`src/rtl/row_scan_ctrl.sv`:
```
// row_scan_ctrl: raster-scan sequencer in front of row_buffer.
// Tags each accepted sample with column/row indices and boundary flags,
// pulses 'move' once per completed row and 'done' once per finished frame.
module row_scan_ctrl #(
    parameter int WIDTH = 32,
    parameter int COL_W = 16,
    parameter int ROW_W = 16
) (
    input  logic             clk,
    input  logic             rst,
    input  logic             start,
    input  logic [COL_W-1:0] cfg_cols,
    input  logic [ROW_W-1:0] cfg_rows,
    input  logic [WIDTH-1:0] in_data,
    input  logic             in_valid,
    output logic             in_ready,
    output logic [WIDTH-1:0] out_data,
    output logic             out_valid,
    input  logic             out_ready,
    output logic [COL_W-1:0] out_col,
    output logic [ROW_W-1:0] out_row,
    output logic             out_first_row,
    output logic             out_first_col,
    output logic             out_last,
    output logic             move,
    output logic             busy,
    output logic             done,
    output logic             cfg_err
);

    typedef enum logic [1:0] {
        IDLE = 2'd0,
        RUN  = 2'd1,
        DONE = 2'd2
    } state_t;

    state_t           state_q, state_d;
    logic [COL_W-1:0] cols_q, cols_d;
    logic [ROW_W-1:0] rows_q, rows_d;
    logic [COL_W-1:0] col_q, col_d;
    logic [ROW_W-1:0] row_q, row_d;
    logic [WIDTH-1:0] out_data_q, out_data_d;
    logic             out_valid_q, out_valid_d;
    logic [COL_W-1:0] out_col_q, out_col_d;
    logic [ROW_W-1:0] out_row_q, out_row_d;
    logic             out_first_row_q, out_first_row_d;
    logic             out_first_col_q, out_first_col_d;
    logic             out_last_q, out_last_d;
    logic             move_q, move_d;
    logic             done_q, done_d;
    logic             cfg_err_q, cfg_err_d;

    logic accept;
    logic col_wrap;
    logic row_end;

    // Input handshake: take a new sample only when the output register is free or draining.
    always_comb begin
        in_ready = (state_q == RUN) && (!out_valid_q || out_ready);
        accept   = in_valid && in_ready;
        col_wrap = (col_q == cols_q - COL_W'(1));
        row_end  = (row_q == rows_q - ROW_W'(1));
    end

    // Next-state, counter and output-register logic.
    always_comb begin
        state_d         = state_q;
        cols_d          = cols_q;
        rows_d          = rows_q;
        col_d           = col_q;
        row_d           = row_q;
        out_data_d      = out_data_q;
        out_valid_d     = out_valid_q;
        out_col_d       = out_col_q;
        out_row_d       = out_row_q;
        out_first_row_d = out_first_row_q;
        out_first_col_d = out_first_col_q;
        out_last_d      = out_last_q;
        move_d          = 1'b0;
        done_d          = 1'b0;
        cfg_err_d       = 1'b0;

        // Output register drains on out_ready unless refilled by a new accept below.
        if (out_ready) begin
            out_valid_d = 1'b0;
        end

        case (state_q)
            IDLE: begin
                if (start) begin
                    if (cfg_cols == '0 || cfg_rows == '0) begin
                        cfg_err_d = 1'b1;
                    end else begin
                        cols_d  = cfg_cols;
                        rows_d  = cfg_rows;
                        col_d   = '0;
                        row_d   = '0;
                        state_d = RUN;
                    end
                end
            end
            RUN: begin
                if (accept) begin
                    out_data_d      = in_data;
                    out_valid_d     = 1'b1;
                    out_col_d       = col_q;
                    out_row_d       = row_q;
                    out_first_row_d = (row_q == '0);
                    out_first_col_d = (col_q == '0);
                    out_last_d      = col_wrap && row_end;
                    if (col_wrap) begin
                        col_d  = '0;
                        row_d  = row_q + ROW_W'(1);
                        move_d = 1'b1;
                        if (row_end) begin
                            state_d = DONE;
                        end
                    end else begin
                        col_d = col_q + COL_W'(1);
                    end
                end
            end
            DONE: begin
                // Frame is only complete once the final beat has left the output register.
                if (out_valid_q && out_ready) begin
                    done_d  = 1'b1;
                    state_d = IDLE;
                end
            end
            default: state_d = IDLE;
        endcase
    end

    // State and register update; reset aborts any frame in progress.
    always_ff @(posedge clk or negedge rst) begin
        if (!rst) begin
            state_q         <= IDLE;
            cols_q          <= '0;
            rows_q          <= '0;
            col_q           <= '0;
            row_q           <= '0;
            out_data_q      <= '0;
            out_valid_q     <= 1'b0;
            out_col_q       <= '0;
            out_row_q       <= '0;
            out_first_row_q <= 1'b0;
            out_first_col_q <= 1'b0;
            out_last_q      <= 1'b0;
            move_q          <= 1'b0;
            done_q          <= 1'b0;
            cfg_err_q       <= 1'b0;
        end else begin
            state_q         <= state_d;
            cols_q          <= cols_d;
            rows_q          <= rows_d;
            col_q           <= col_d;
            row_q           <= row_d;
            out_data_q      <= out_data_d;
            out_valid_q     <= out_valid_d;
            out_col_q       <= out_col_d;
            out_row_q       <= out_row_d;
            out_first_row_q <= out_first_row_d;
            out_first_col_q <= out_first_col_d;
            out_last_q      <= out_last_d;
            move_q          <= move_d;
            done_q          <= done_d;
            cfg_err_q       <= cfg_err_d;
        end
    end

    // Output wiring.
    always_comb begin
        out_data      = out_data_q;
        out_valid     = out_valid_q;
        out_col       = out_col_q;
        out_row       = out_row_q;
        out_first_row = out_first_row_q;
        out_first_col = out_first_col_q;
        out_last      = out_last_q;
        move          = move_q;
        busy          = (state_q == RUN);
        done          = done_q;
        cfg_err       = cfg_err_q;
    end

endmodule

```
`config.mk`:
```
export PLATFORM = sky130hd
export DESIGN_NAME = row_scan_ctrl
export DESIGN_NICKNAME = d
export VERILOG_FILES = /design/src/rtl/row_scan_ctrl.sv
export SDC_FILE = /design/constraint.sdc
export NUM_CORES = 1
export LEC_CHECK = 0
export CAP_MARGIN = 10
export CORE_MARGIN = 2
export CORE_UTILIZATION = 50
export CTS_BUF_LIST = sky130_fd_sc_hd__clkbuf_2
export CTS_CLUSTER_DIAMETER = 40
export DETAILED_ROUTE_END_ITERATION = 8
export DONT_BUFFER_PORTS = 1
export HOLD_SLACK_MARGIN = 0.05
export PLACE_DENSITY = 0.68
export SYNTH_ARGS = -nofsm -noshare
export SYNTH_HDL_FRONTEND = slang
export SYNTH_SLANG_ARGS = --single-unit
```
`constraint.sdc`:
```
create_clock -name clk -period 9.5 [get_ports clk]
set_input_delay 1.9 -clock clk [delete_from_list [all_inputs] [get_ports clk]]
set_output_delay 1.9 -clock clk [all_outputs]
set_load 0.005 [all_outputs]
```
Word-level counts from Yosys, hierarchy flattened
Cells that the tools add are included.
{ "totals": {"reg_bits": 137, "inputBits": 69} }
{ "op_classes": {"n_addsub": 4, "eq_ne": 10, "muxes": 26, "n_bitwise": 1, "n_reduce_logical": 18} }
{ "op_table": {"columns": ["op", "n"], "rows": [
  ["$mux W16", 6],
  ["$logic_not A16 Y1", 4],
  ["$pmux W16 S2", 2],
  ["$add A16 B1 Y16 const B", 2],
  ["$eq A16 B16 Y1", 2],
  ["$sub A16 B1 Y16 const B", 2],
  ["$mux W2", 6],
  ["$mux W1", 11],
  ["$ne A2 B1 Y1 const B", 3],
  ["$ne A2 B2 Y1 const B", 3],
  ["$pmux W2 S3", 1],
  ["$reduce_and A6 Y1", 1],
  ["$reduce_and A5 Y1", 1],
  ["$logic_and A1 B1 Y1", 4],
  ["$reduce_and A4 Y1", 1],
  ["$reduce_and A3 Y1", 1],
  ["$eq A2 B1 Y1 const B", 1],
  ["$eq A2 B2 Y1 const B", 1],
  ["$logic_not A2 Y1", 1],
  ["$logic_or A1 B1 Y1", 2],
  ["$reduce_and A2 Y1", 1],
  ["$reduce_bool A2 Y1", 1],
  ["$logic_not A1 Y1", 1],
  ["$not A1 Y1", 1]
]} }

Longest topological paths before layout
Gate-level depths: netlist of the first run.
{ "depth": {"depth_word": 6, "depth_mapped": 11, "ltp_nobuf": 9} }

Worst setup path before layout of the first run
No wires, ideal clock.
{ "synth_timing": {"kind": "input-to-output", "from": "in out_ready", "to": "out in_ready", "required_time_ns": 7.600, "path_stages": 2, "arrival_time_ns": 2.209, "slack_ns": 5.391, "path_cell_list": "nand2b_1 > and2_1"} }
{ "synth_via": {"elab_chain_cells": 2} }
{ "synth_rtl": {"columns": ["item", "line", "rtl"], "rows": [
  ["start: declaration", "19", "input logic out_ready,"],
  ["$logic_or A1 B1 Y1", "59", "in_ready = (state_q == RUN) && (!out_valid_q || out_ready);"],
  ["$logic_and A1 B1 Y1", "59", null],
  ["end: declaration", "16", "output logic in_ready,"]
]} }
Every way passes these cells.

Worst setup path in the final report of the first run
Same ends and word-level chain as after synthesis.

==> impl_metrics.py, run 1 <==
metrics = {
    "worst_hold_path": {
        "holdCritPathClass": "flop to flop",
        "startpoint_of_the_lowest_slack_hold_path": "state_q[0]$_DFFE_PN0P_",
        "min_delay_worst_endpoint": "done$_DFF_PN0_",
        "hold_path_cells": 1,
    },
    "placed_design": {
        "placed_cells": 925,
        "port_buffers": 0,
        "place_ws_ns": 5.022,
        "routability_congestion": 0.9041,
        "dp_hpwl_um": 11670,
        "placed_area_mm2": 0.006955,
    },
    "clocking": {
        "cts_tree": "yes",
        "clock-root-buffer": "clkbuf_2",
        "insertion_delay_ns": 0.73,
        "clk_pin_slew_ns": 0.19,
        "numCtsBuffers": 17,
        "holdBufCountCts": 0,
        "cts.repair.resized": 0,
        "clock-sinks": 137,
        "cts_htree_levels": 4,
        "post-cts-setup-buffers": 0,
        "cts-root-to-sink-buffers": 2,
    },
    "sta": {
        "layout_worst_path_cycle_share": 0.4356,
        "grt_setup_unrepaired": "no",
        "drv_slew": 0,
        "setup_ws_ns": 5.361,
        "slew_headroom": 0.2776,
        "timing_hold_violations_final": 0,
        "setup_viol": 0,
        "clock-skew-final_ns": 0.02545,
        "timing.setup.tns_ns": 0,
        "hold-worst-slack_ns": 0.4866,
        "finalWorstPathRequiredPeriod_ns": 4.139,
        "worst_slew_pin_slew_ns": 1.084,
        "max_freq_mhz": 241.6,
    },
    "floorplan": {
        "initial_core_util": 0.5168,
        "die_width_um": 121.5,
        "top_level_ports": 142,
        "floorplan.rows": 42,
        "floorplan.die_area_mm2": 0.01475,
        "coreArea_mm2": 0.01335,
        "die-height_um": 121.5,
    },
    "final_layout": {
        "multi_input_area_mm2": 0.003221,
        "fillCellCount": 1265,
        "layout.cell_area.non_filler_mm2": 0.007204,
        "layout-area-overhead-vs-synth_pct": 4.444,
        "final-instance-count-excl-fill": 958,
        "nNetsFinal": 843,
        "regArea_mm2": 0.003428,
        "share_of_post_route_cells_with_drive_strength_above_1": 0.06018,
    },
    "critical_path": {
        "critical_path.startpoint_type": "input port",
        "crit_arrival_ns": 2.24,
        "critical_path.cell_chain": "nand2b_1 > and2_1",
        "worst_path_dominant_cell_family": "simple AND/OR/NAND/NOR gates",
        "worst_r2r_startpoint": "cols_q[0]$_DFFE_PN0P_",
        "critical_path.slowest_cell": "and2_1",
        "crit_fanout": 3,
        "worst_path_largest_cell_delay_ns": 0.19,
        "critPathKind": "input port to output port",
        "timing.critical_path.required_ns": 7.60,
        "crit-reg2reg-capture": "col_q[14]$_DFFE_PN0P_",
        "critical_path_buf_inv_count": 0,
        "worst-path-stages": 2,
        "ff2ff_path_depth": 9,
        "setup.worst_path.end_class": "output port",
        "regToRegSetupSlack_ns": 5.87,
    },
    "synth": {
        "synth-async-reset-ratio": 1.000,
        "synth_area_leaders": "dfrtp_1 50%, nand2_1 16%, xor2_1 3.3%",
        "post-synth-top-area-cell": "dfrtp_1",
        "synth_ff_type": "dfrtp_1",
        "yosysSeqAreaShare": 0.4970,
        "synth_top_cells_by_count": "296 x nand2_1, 137 x dfrtp_1, 31 x o21ai_0, 29 x clkbuf_1, 28 x nor2_1",
        "synth.avg_cell_area_um2": 8.754,
        "yosys.cell_types.count": 65,
        "synth_top_cell_area_share": 0.4970,
        "synth_nets": 863,
        "synth-edff-count": 0,
        "synth_most_common_cell": "nand2_1",
        "ys.warnings.count": 0,
        "postSynthCellCount": 788,
        "yosys_register_bits": 137,
        "syn-cell-area_mm2": 0.006898,
    },
    "global_route": {
        "globalRouteOverflowTotal": 0,
        "grt_pass1_vias": 5450,
        "groute.usage.overall": 0.2329,
        "grt_max_degree": 138,
        "number_of_antenna_violations_at_the_first_check_in_global_routing": 1,
        "grt_first_pass_wirelength_um": 26610,
    },
    "route": {
        "detail_route.drc_violations": 0,
        "drt-total-wl_um": 16430,
        "post_drt_wl_per_cell_um": 17.15,
        "drt_first_iter_violations": 359,
        "routed-via-count": 5527,
        "ant_nets": 0,
        "via_per_inst": 5.769,
        "drt_first_pass_iters": 5,
    },
    "power_and_ir_drop": {
        "total_leakage_power_nw": 3.498,
        "power.density_cell_area_mw_per_mm2": 215.3,
        "ir_worst_vdd_v": 0.0001402,
    },
    "run_status": {
        "status": "finished, final reports clean",
    },
    "flow_run": {
        "cap_viol_max_count": 0,
    },
}
==> through the flow <==
stage,util,power [mW]
floorplan,-,1.106
global placement,0.5211,1.185
detailed placement,0.5211,1.204
CTS,0.5396,1.560
global route,0.5397,1.657
finish,0.5397,1.551
==> layout by cell type (no fill, tap or decap), types with 5 or more instances in the layout <==
master,netlist,routed
xor2_1,26,26
xnor2_1,25,25
nand4b_1,5,5
nor3_1,13,13
clkbuf_2,0,18
nand2b_1,5,5
a211oi_1,6,6
ha_1,6,6
nand4_1,15,15
clkinv_1,0,5
nor2_1,28,27
nand3_1,7,7
or3_1,9,9
and3_1,9,8
o21ai_0,31,31
a31oi_1,8,8
inv_1,17,17
dfrtp_1,137,137
a21oi_1,14,14
nand2_1,296,295
nor4_1,20,20
==> logic make-up after synthesis <==
logic type / count (synthesis) / synth area share
buf+inv: 59 / 0.03700
compound gates: 91 / 0.08997
mux: 2 / 0.002902
simple gates: 442 / 0.2975
xor+xnor: 51 / 0.06476
fa+ha+maj: 6 / 0.01088
flops: 137 / 0.4970
==> flip-flops by register name, indices dropped and copies added (netlist names), 2 cells and up <==
| signal | count |
|---|---|
| out_col | 16 |
| rows_q | 16 |
| col_q | 16 |
| out_data | 32 |
| out_row | 16 |
| row_q | 16 |
| cols_q | 16 |
| state_q | 2 |
==> how the worst max path moves through the flow <==
stage,startpoint,end,slack (ns)
floorplan,out_ready,in_ready,5.39
global placement,out_ready,col_q[14]$_DFFE_PN0P_,5.08
detailed placement,out_ready,col_q[14]$_DFFE_PN0P_,5.02
CTS,out_ready,in_ready,5.36
global route,out_ready,in_ready,5.34
finish,out_ready,in_ready,5.36
==> cell type report <==
class                      instances  share of cell area
clock inverter                    14             0.02171
tap                              176             0.03057
clock buffer                      18             0.01250
multi-input combinational        592              0.4470
sequential                       137              0.4759
antenna                            1           0.0003473
inverter                          17            0.008857
timing repair buffer               3            0.003126
==> power breakdown <==
group	switching, mW	internal, mW
registers	0.126	0.680
clock network	0.212	0.144
logic	0.226	0.162
==> routing by layer <==
layer | vias up | global-route usage | wire [µm]
met5 | - | 0 | 0
li1 | 2618 | - | -
met4 | 0 | 0.08980 | 287
met3 | 22 | 0.07519 | 1335
met2 | 227 | 0.3452 | 7356
met1 | 2660 | 0.3186 | 7451
Power figures use the tool's default switching activity.
==> inputs of run 2 (changes only) <==
==> constraint.sdc (replaced) <==
create_clock -name clk -period 4.3 [get_ports clk]
set_input_delay 0.86 -clock clk [delete_from_list [all_inputs] [get_ports clk]]
set_output_delay 0.86 -clock clk [all_outputs]
set_load 0.005 [all_outputs]
==> run 2 against run 1 <==
  * Utilization rose by 0.51 points
  * Worst setup slack got worse by 4.5 ns
  * Sequential power rose by 120%
  * Critical path depth rose by 7
  * Combinational power rose by 130%
  * Via count fell by 1.4%
  * Flip-flop and latch count did not move
  * Highest routed layer unchanged
  * Non-clock buffer count rose by 6
  * Die area did not move
  * Critical endpoint is now row_q[8]$_DFFE_PN0P_
  * Largest cell class unchanged
  * Wire length rose by 0.55%
  * Power rose by 120%
  * Clock skew rose by 0.0041 ns
==> impl_metrics.py, run 2 (same netlist as run 1, synthesis figures left out) <==
metrics = {
    "critical_path": {
        "timing.critical_path.required_ns": 4.91,
        "critPathKind": "flop to flop",
        "crit_fanout": 10,
        "critical_path.startpoint_type": "flop",
        "worst_path_largest_cell_delay_ns": 0.62,
        "critical_path.cell_chain": "inv_1 > ha_1 > or4b_1 > nor4_2 > a211oi_1 > or4_1 > nor4_4 > a31oi_1 > a41o_1",
        "critical_path.slowest_cell": "or4_1",
        "critical_path.startpoint": "cols_q[0]$_DFFE_PN0P_",
        "crit_arrival_ns": 4.02,
        "worst_r2r_startpoint": "cols_q[0]$_DFFE_PN0P_",
        "setup.worst_path.end_class": "flop",
    },
    "global_route": {
        "grt_first_pass_wirelength_um": 27010,
        "globalRouteOverflowTotal": 0,
        "grt_pass1_vias": 5279,
        "groute.usage.overall": 0.2362,
        "number_of_antenna_violations_at_the_first_check_in_global_routing": 0,
        "grt_max_degree": 138,
    },
    "clocking": {
        "cts_tree": "yes",
        "cts.repair.resized": 0,
        "clock-root-buffer": "clkbuf_2",
        "numCtsBuffers": 17,
        "insertion_delay_ns": 0.70,
        "clk_pin_slew_ns": 0.20,
        "clock-sinks": 137,
        "cts-root-to-sink-buffers": 2,
        "cts_htree_levels": 4,
    },
    "placed_design": {
        "place_ws_ns": 0.8894,
        "routability_congestion": 0.9143,
        "dp_hpwl_um": 12000,
        "port_buffers": 0,
    },
    "route": {
        "drt_first_iter_violations": 303,
        "via_per_inst": 5.661,
        "detail_route.drc_violations": 0,
        "routed-via-count": 5452,
        "ant_nets": 0,
        "drt_first_pass_iters": 7,
        "post_drt_wl_per_cell_um": 17.15,
        "drt-total-wl_um": 16520,
    },
    "power_and_ir_drop": {
        "power_switching_share": 0.3664,
        "p_switching_mw": 1.271,
        "share_comb_of_total_power": 0.256,
        "ir_worst_vdd_v": 0.0002513,
        "p_int_mw": 2.198,
        "clockPowerShare": 0.228,
        "total_leakage_power_nw": 3.546,
        "pwr-share-seq": 0.516,
        "power.density_cell_area_mw_per_mm2": 477.1,
    },
    "sta": {
        "finalWorstPathRequiredPeriod_ns": 3.414,
        "drv_slew": 0,
        "setup_viol": 0,
        "timing.setup.tns_ns": 0,
        "clock-skew-final_ns": 0.02950,
        "setup_ws_ns": 0.8864,
        "layout_worst_path_cycle_share": 0.7939,
        "hold-worst-slack_ns": 0.07365,
        "slew_headroom": 0.4170,
        "grt_setup_unrepaired": "no",
        "worst_slew_pin_slew_ns": 0.8683,
        "max_freq_mhz": 292.9,
        "timing_hold_violations_final": 0,
    },
    "final_layout": {
        "share_of_post_route_cells_with_drive_strength_above_1": 0.07116,
        "antenna_diodes": 0,
        "nNetsFinal": 849,
        "largest_register_ff_count": 32,
        "final_cell_mix": "295 x nand2_1, 137 x dfrtp_1, 31 x o21ai_0, 27 x nor2_1, 26 x xor2_1",
        "layout-area-overhead-vs-synth_pct": 5.423,
        "fillCellCount": 1265,
        "multi_input_area_mm2": 0.003221,
        "regArea_mm2": 0.003428,
        "final_common_cell": "nand2_1",
    },
    "flow_run": {
        "cap_viol_max_count": 0,
    },
    "floorplan": {
        "top_level_ports": 142,
        "coreArea_mm2": 0.01335,
        "floorplan.rows": 42,
        "floorplan.die_area_mm2": 0.01475,
        "die-height_um": 121.5,
        "die_width_um": 121.5,
        "initial_core_util": 0.5168,
    },
    "worst_hold_path": {
        "holdCritPathClass": "input port to async pin",
    },
    "run_status": {
        "status": "finished, final reports clean",
    },
}
-- run 2: changes by cell type in the layout (fill, tap and decap cells not counted), sizes merged --
cell	before	now
clkinv	7	6
clkinvlp	4	3
diode	1	0
buf	3	9
clkbuf	18	20
-- run 2: final timing paths --
path	slack, ns	to	cells after the start
worst min register to register	0.53	out_row[9]$_DFFE_PN0P_	2
worst min-delay path	0.07	out_row[11]$_DFFE_PN0P_	1
worst max-delay path	0.89	row_q[8]$_DFFE_PN0P_	9
min in group clk	0.23	out_data[0]$_DFFE_PN0P_	2
max in group asynchronous	3.63	out_data[15]$_DFFE_PN0P_	1
worst max register to register	0.89	row_q[8]$_DFFE_PN0P_	9
-- run 2: metal layers --
metal / vias up / track usage / routed length [µm]
li1: 2638 / - / -
met1: 2601 / 0.3340 / 7786
met2: 195 / 0.3536 / 7342
met3: 18 / 0.06861 / 1212
met4: 0 / 0.06897 / 180
met5: - / 0 / 0
-- run 2: per-stage QoR --
stage	cell area, µm²	power [mW]	utilization	instances
floorplan	6898	2.444	-	788
global placement	6993	2.642	0.5239	930
detailed placement	6993	2.677	0.5239	930
CTS	7272	3.497	0.5448	963
global route	7272	3.721	0.5448	963
finish	7272	3.469	0.5448	963
-- run 2: critical path: cells and delay by family (launching register included) --
kind	cells	cell delay, ns
AO/OA/AOI/OAI	3	0.50
adder cells (fa/ha/maj)	1	0.18
buffers and inverters	1	0.09
flip-flops	1	0.48
AND/OR/NAND/NOR	4	2.08
-- run 2: repair_timing --
| item | in CTS | in global routing |
|---|---|---|
| hold buffers | 1 | 0 |
| setup buffers | 0 | 0 |
| endpoints found under the hold margin | 137 | 0 |
-- run 2: power groups by stage --
stage	clock network, mW	logic [mW]	registers, mW
after floorplan	0	0.740	1.70
after global placement	0	0.837	1.81
after detailed placement	0	0.864	1.81
after CTS	0.814	0.894	1.79
after global routing	0.872	1.02	1.83
final	0.790	0.889	1.79
-- run 2: area by class of cell --
type	instances	share of cell area
sequential	137	0.4714
multi-input combinational	592	0.4429
tap	176	0.03028
clock inverter	12	0.02082
clock buffer	20	0.01376
timing repair buffer	9	0.01204
inverter	17	0.008775
==> inputs of run 3 (changes only) <==
--- a/config.mk
+++ b/config.mk
@@ -13,7 +13,7 @@
 export DETAILED_ROUTE_END_ITERATION = 8
 export DONT_BUFFER_PORTS = 1
 export HOLD_SLACK_MARGIN = 0.05
-export PLACE_DENSITY = 0.68
+export PLACE_DENSITY = 0.71
 export SYNTH_ARGS = -nofsm -noshare
 export SYNTH_HDL_FRONTEND = slang
 export SYNTH_SLANG_ARGS = --single-unit
==> constraint.sdc (replaced) <==
create_clock -name clk -period 3 [get_ports clk]
set_input_delay 0.6 -clock clk [delete_from_list [all_inputs] [get_ports clk]]
set_output_delay 0.6 -clock clk [all_outputs]
set_load 0.005 [all_outputs]
==> run 3 against run 2 <==
  * The flow now finishes with violations (negative hold slack)
  * Critical endpoint unchanged
  * Sequential power rose by 41%
  * Die area did not move
  * Global-route usage rose by 2.0 points
  * Fmax rose by 14%
  * Worst hold slack got worse by 0.51 ns
  * Sequential share of layout area fell by 5.3 points
  * Critical path type unchanged
==> impl_metrics.py, run 3 (same netlist as run 1, synthesis figures left out) <==
metrics = {
    "run_status": {
        "status": "complete, but fails checks",
        "failed_checks": "negative hold slack",
    },
    "sta": {
        "drv_slew": 0,
        "timing.setup.tns_ns": 0,
        "grt_setup_unrepaired": "yes",
        "clock-skew-final_ns": 0.02708,
        "max_freq_mhz": 335.3,
        "slew_headroom": 0.4734,
        "setup_ws_ns": 0.01776,
        "finalWorstPathRequiredPeriod_ns": 2.982,
        "layout_worst_path_cycle_share": 0.9941,
        "setup_viol": 0,
        "hold-worst-slack_ns": -0.4395,
        "timing_hold_violations_final": 137,
        "worst_slew_pin_slew_ns": 0.7839,
    },
    "placed_design": {
        "placed_area_mm2": 0.007173,
        "port_buffers": 0,
        "routability_congestion": 0.8839,
        "place_ws_ns": -0.06336,
        "dp_hpwl_um": 12690,
        "placed_cells": 954,
    },
    "clocking": {
        "cts_tree": "yes",
        "clock-root-buffer": "clkbuf_2",
        "insertion_delay_ns": 0.70,
        "cts-root-to-sink-buffers": 2,
        "cts_htree_levels": 4,
        "clk_pin_slew_ns": 0.20,
        "clock-sinks": 137,
        "holdBufCountCts": 66,
        "numCtsBuffers": 17,
    },
    "route": {
        "wl_met1_um": 8170,
        "wl_met2_um": 8629,
        "routed-via-count": 5927,
        "ant_nets": 0,
        "detail_route.drc_violations": 0,
        "highest-signal-layer": "met4",
        "drt-total-wl_um": 18360,
        "post_drt_wl_per_cell_um": 17.34,
        "drt_first_iter_violations": 328,
        "wl_met3_um": 1308,
        "via_per_inst": 5.597,
        "drt_first_pass_iters": 5,
    },
    "final_layout": {
        "nNetsFinal": 945,
        "antenna_diodes": 0,
        "final-instance-count-excl-fill": 1059,
        "final_common_cell": "nand2_1",
        "final_cell_mix": "295 x nand2_1, 136 x dfrtp_1, 66 x dlygate4sd3_1, 36 x buf_4, 30 x o21ai_0",
        "share_of_post_route_cells_with_drive_strength_above_1": 0.1087,
        "layout-area-overhead-vs-synth_pct": 18.96,
        "layout.cell_area.non_filler_mm2": 0.008205,
        "largest_register_ff_count": 32,
    },
    "floorplan": {
        "top_level_ports": 142,
        "die-height_um": 121.5,
        "coreArea_mm2": 0.01335,
        "floorplan.die_area_mm2": 0.01475,
        "floorplan.rows": 42,
        "initial_core_util": 0.5168,
        "die_width_um": 121.5,
    },
    "global_route": {
        "grt_pass1_vias": 5953,
        "groute.usage.overall": 0.2557,
        "number_of_antenna_violations_at_the_first_check_in_global_routing": 0,
        "grt_first_pass_wirelength_um": 29280,
        "globalRouteOverflowTotal": 0,
        "grt_max_degree": 138,
    },
    "critical_path": {
        "setup.worst_path.end_class": "flop",
        "timing.critical_path.required_ns": 3.59,
        "critical_path.startpoint_type": "flop",
        "critPathKind": "flop to flop",
        "crit_fanout": 7,
        "crit_arrival_ns": 3.57,
    },
    "power_and_ir_drop": {
        "ir_worst_vdd_v": 0.0004015,
        "total_leakage_power_nw": 3.966,
        "power.density_cell_area_mw_per_mm2": 637.3,
    },
    "worst_hold_path": {
        "holdCritPathClass": "input port to async pin",
    },
    "flow_run": {
        "cap_viol_max_count": 0,
    },
}
-- run 3: changes by cell type in the layout (fill, tap and decap cells not counted), sizes merged --
cell         delta
buf            +30
clkbuf          -2
clkinv          +2
dlygate4sd3    +66
-- run 3: area by class of cell --
cell class	instances	area, µm²
tap	176	220.2
fill	1115	5142
clock inverter	14	156.4
multi-input combinational	592	3287
inverter	17	63.81
clock buffer	18	90.09
sequential	137	3430
timing repair buffer	105	958.4
-- run 3: power by group --
group / total [mW] / switching [mW] / leakage (nW) / internal (mW)
registers: 2.53 / 0.376 / 1.79 / 2.16
logic: 1.59 / 0.871 / 2.03 / 0.717
clock network: 1.11 / 0.653 / 0.142 / 0.456
total: 5.23 / 1.90 / 3.97 / 3.33
-- run 3: repair_timing --
| action | CTS | global route |
|---|---|---|
| resized for setup | 3 | 14 |
| hold endpoints to repair | 204 | 137 |
| pin swaps | 2 | 3 |
| buffers inserted | 0 | 6 |
| gates cloned | 1 | 0 |
| setup endpoints to repair | 17 | 30 |
-- run 3: routing by layer --
layer / global-route usage / up-vias
met5: 0 / -
met4: 0.08836 / 0
met2: 0.3989 / 229
met1: 0.3514 / 2845
li1: - / 2830
met3: 0.06015 / 23
-- run 3: path summary, 6_finish.rpt --
path	slack [ns]	startpoint	cells past startpoint	endpoint
setup / recovery	0.02	cols_q[0]$_DFFE_PN0P_	10	row_q[8]$_DFFE_PN0P_
hold / removal	-0.44	rst	0	out_last$_DFFE_PN0P_
setup reg to reg	0.02	cols_q[0]$_DFFE_PN0P_	10	row_q[8]$_DFFE_PN0P_
hold reg to reg	0.52	out_col[7]$_DFFE_PN0P_	2	out_col[7]$_DFFE_PN0P_
max in group asynchronous	3.13	rst	0	out_row[7]$_DFFE_PN0P_
min in group clk	0.16	cfg_cols[14]	3	cfg_err$_DFF_PN0_
-- run 3: stage by stage --
step | utilization | hold WS [ns] | total power [mW]
3_3_place_gp | 0.5374 | 0.3080 | 3.928
5_1_grt | 0.6147 | -0.5355 | 5.560
3_5_place_dp | 0.5374 | 0.3082 | 3.985
4_1_cts | 0.6068 | -0.5050 | 5.170
2_1_floorplan | - | 0.3044 | 3.503
6_report | 0.6147 | -0.4395 | 5.229
-- run 3: worst max-delay path: stages, from the launching register on --
cell,delay [ns]
dfrtp_1,0.43
inv_2,0.08
ha_4,0.13
or4b_4,0.52
nor4_4,0.17
o2111ai_2,0.14
a2111o_4,0.57
nor4_4,0.35
buf_6,0.16
a31oi_1,0.09
a41o_1,0.23
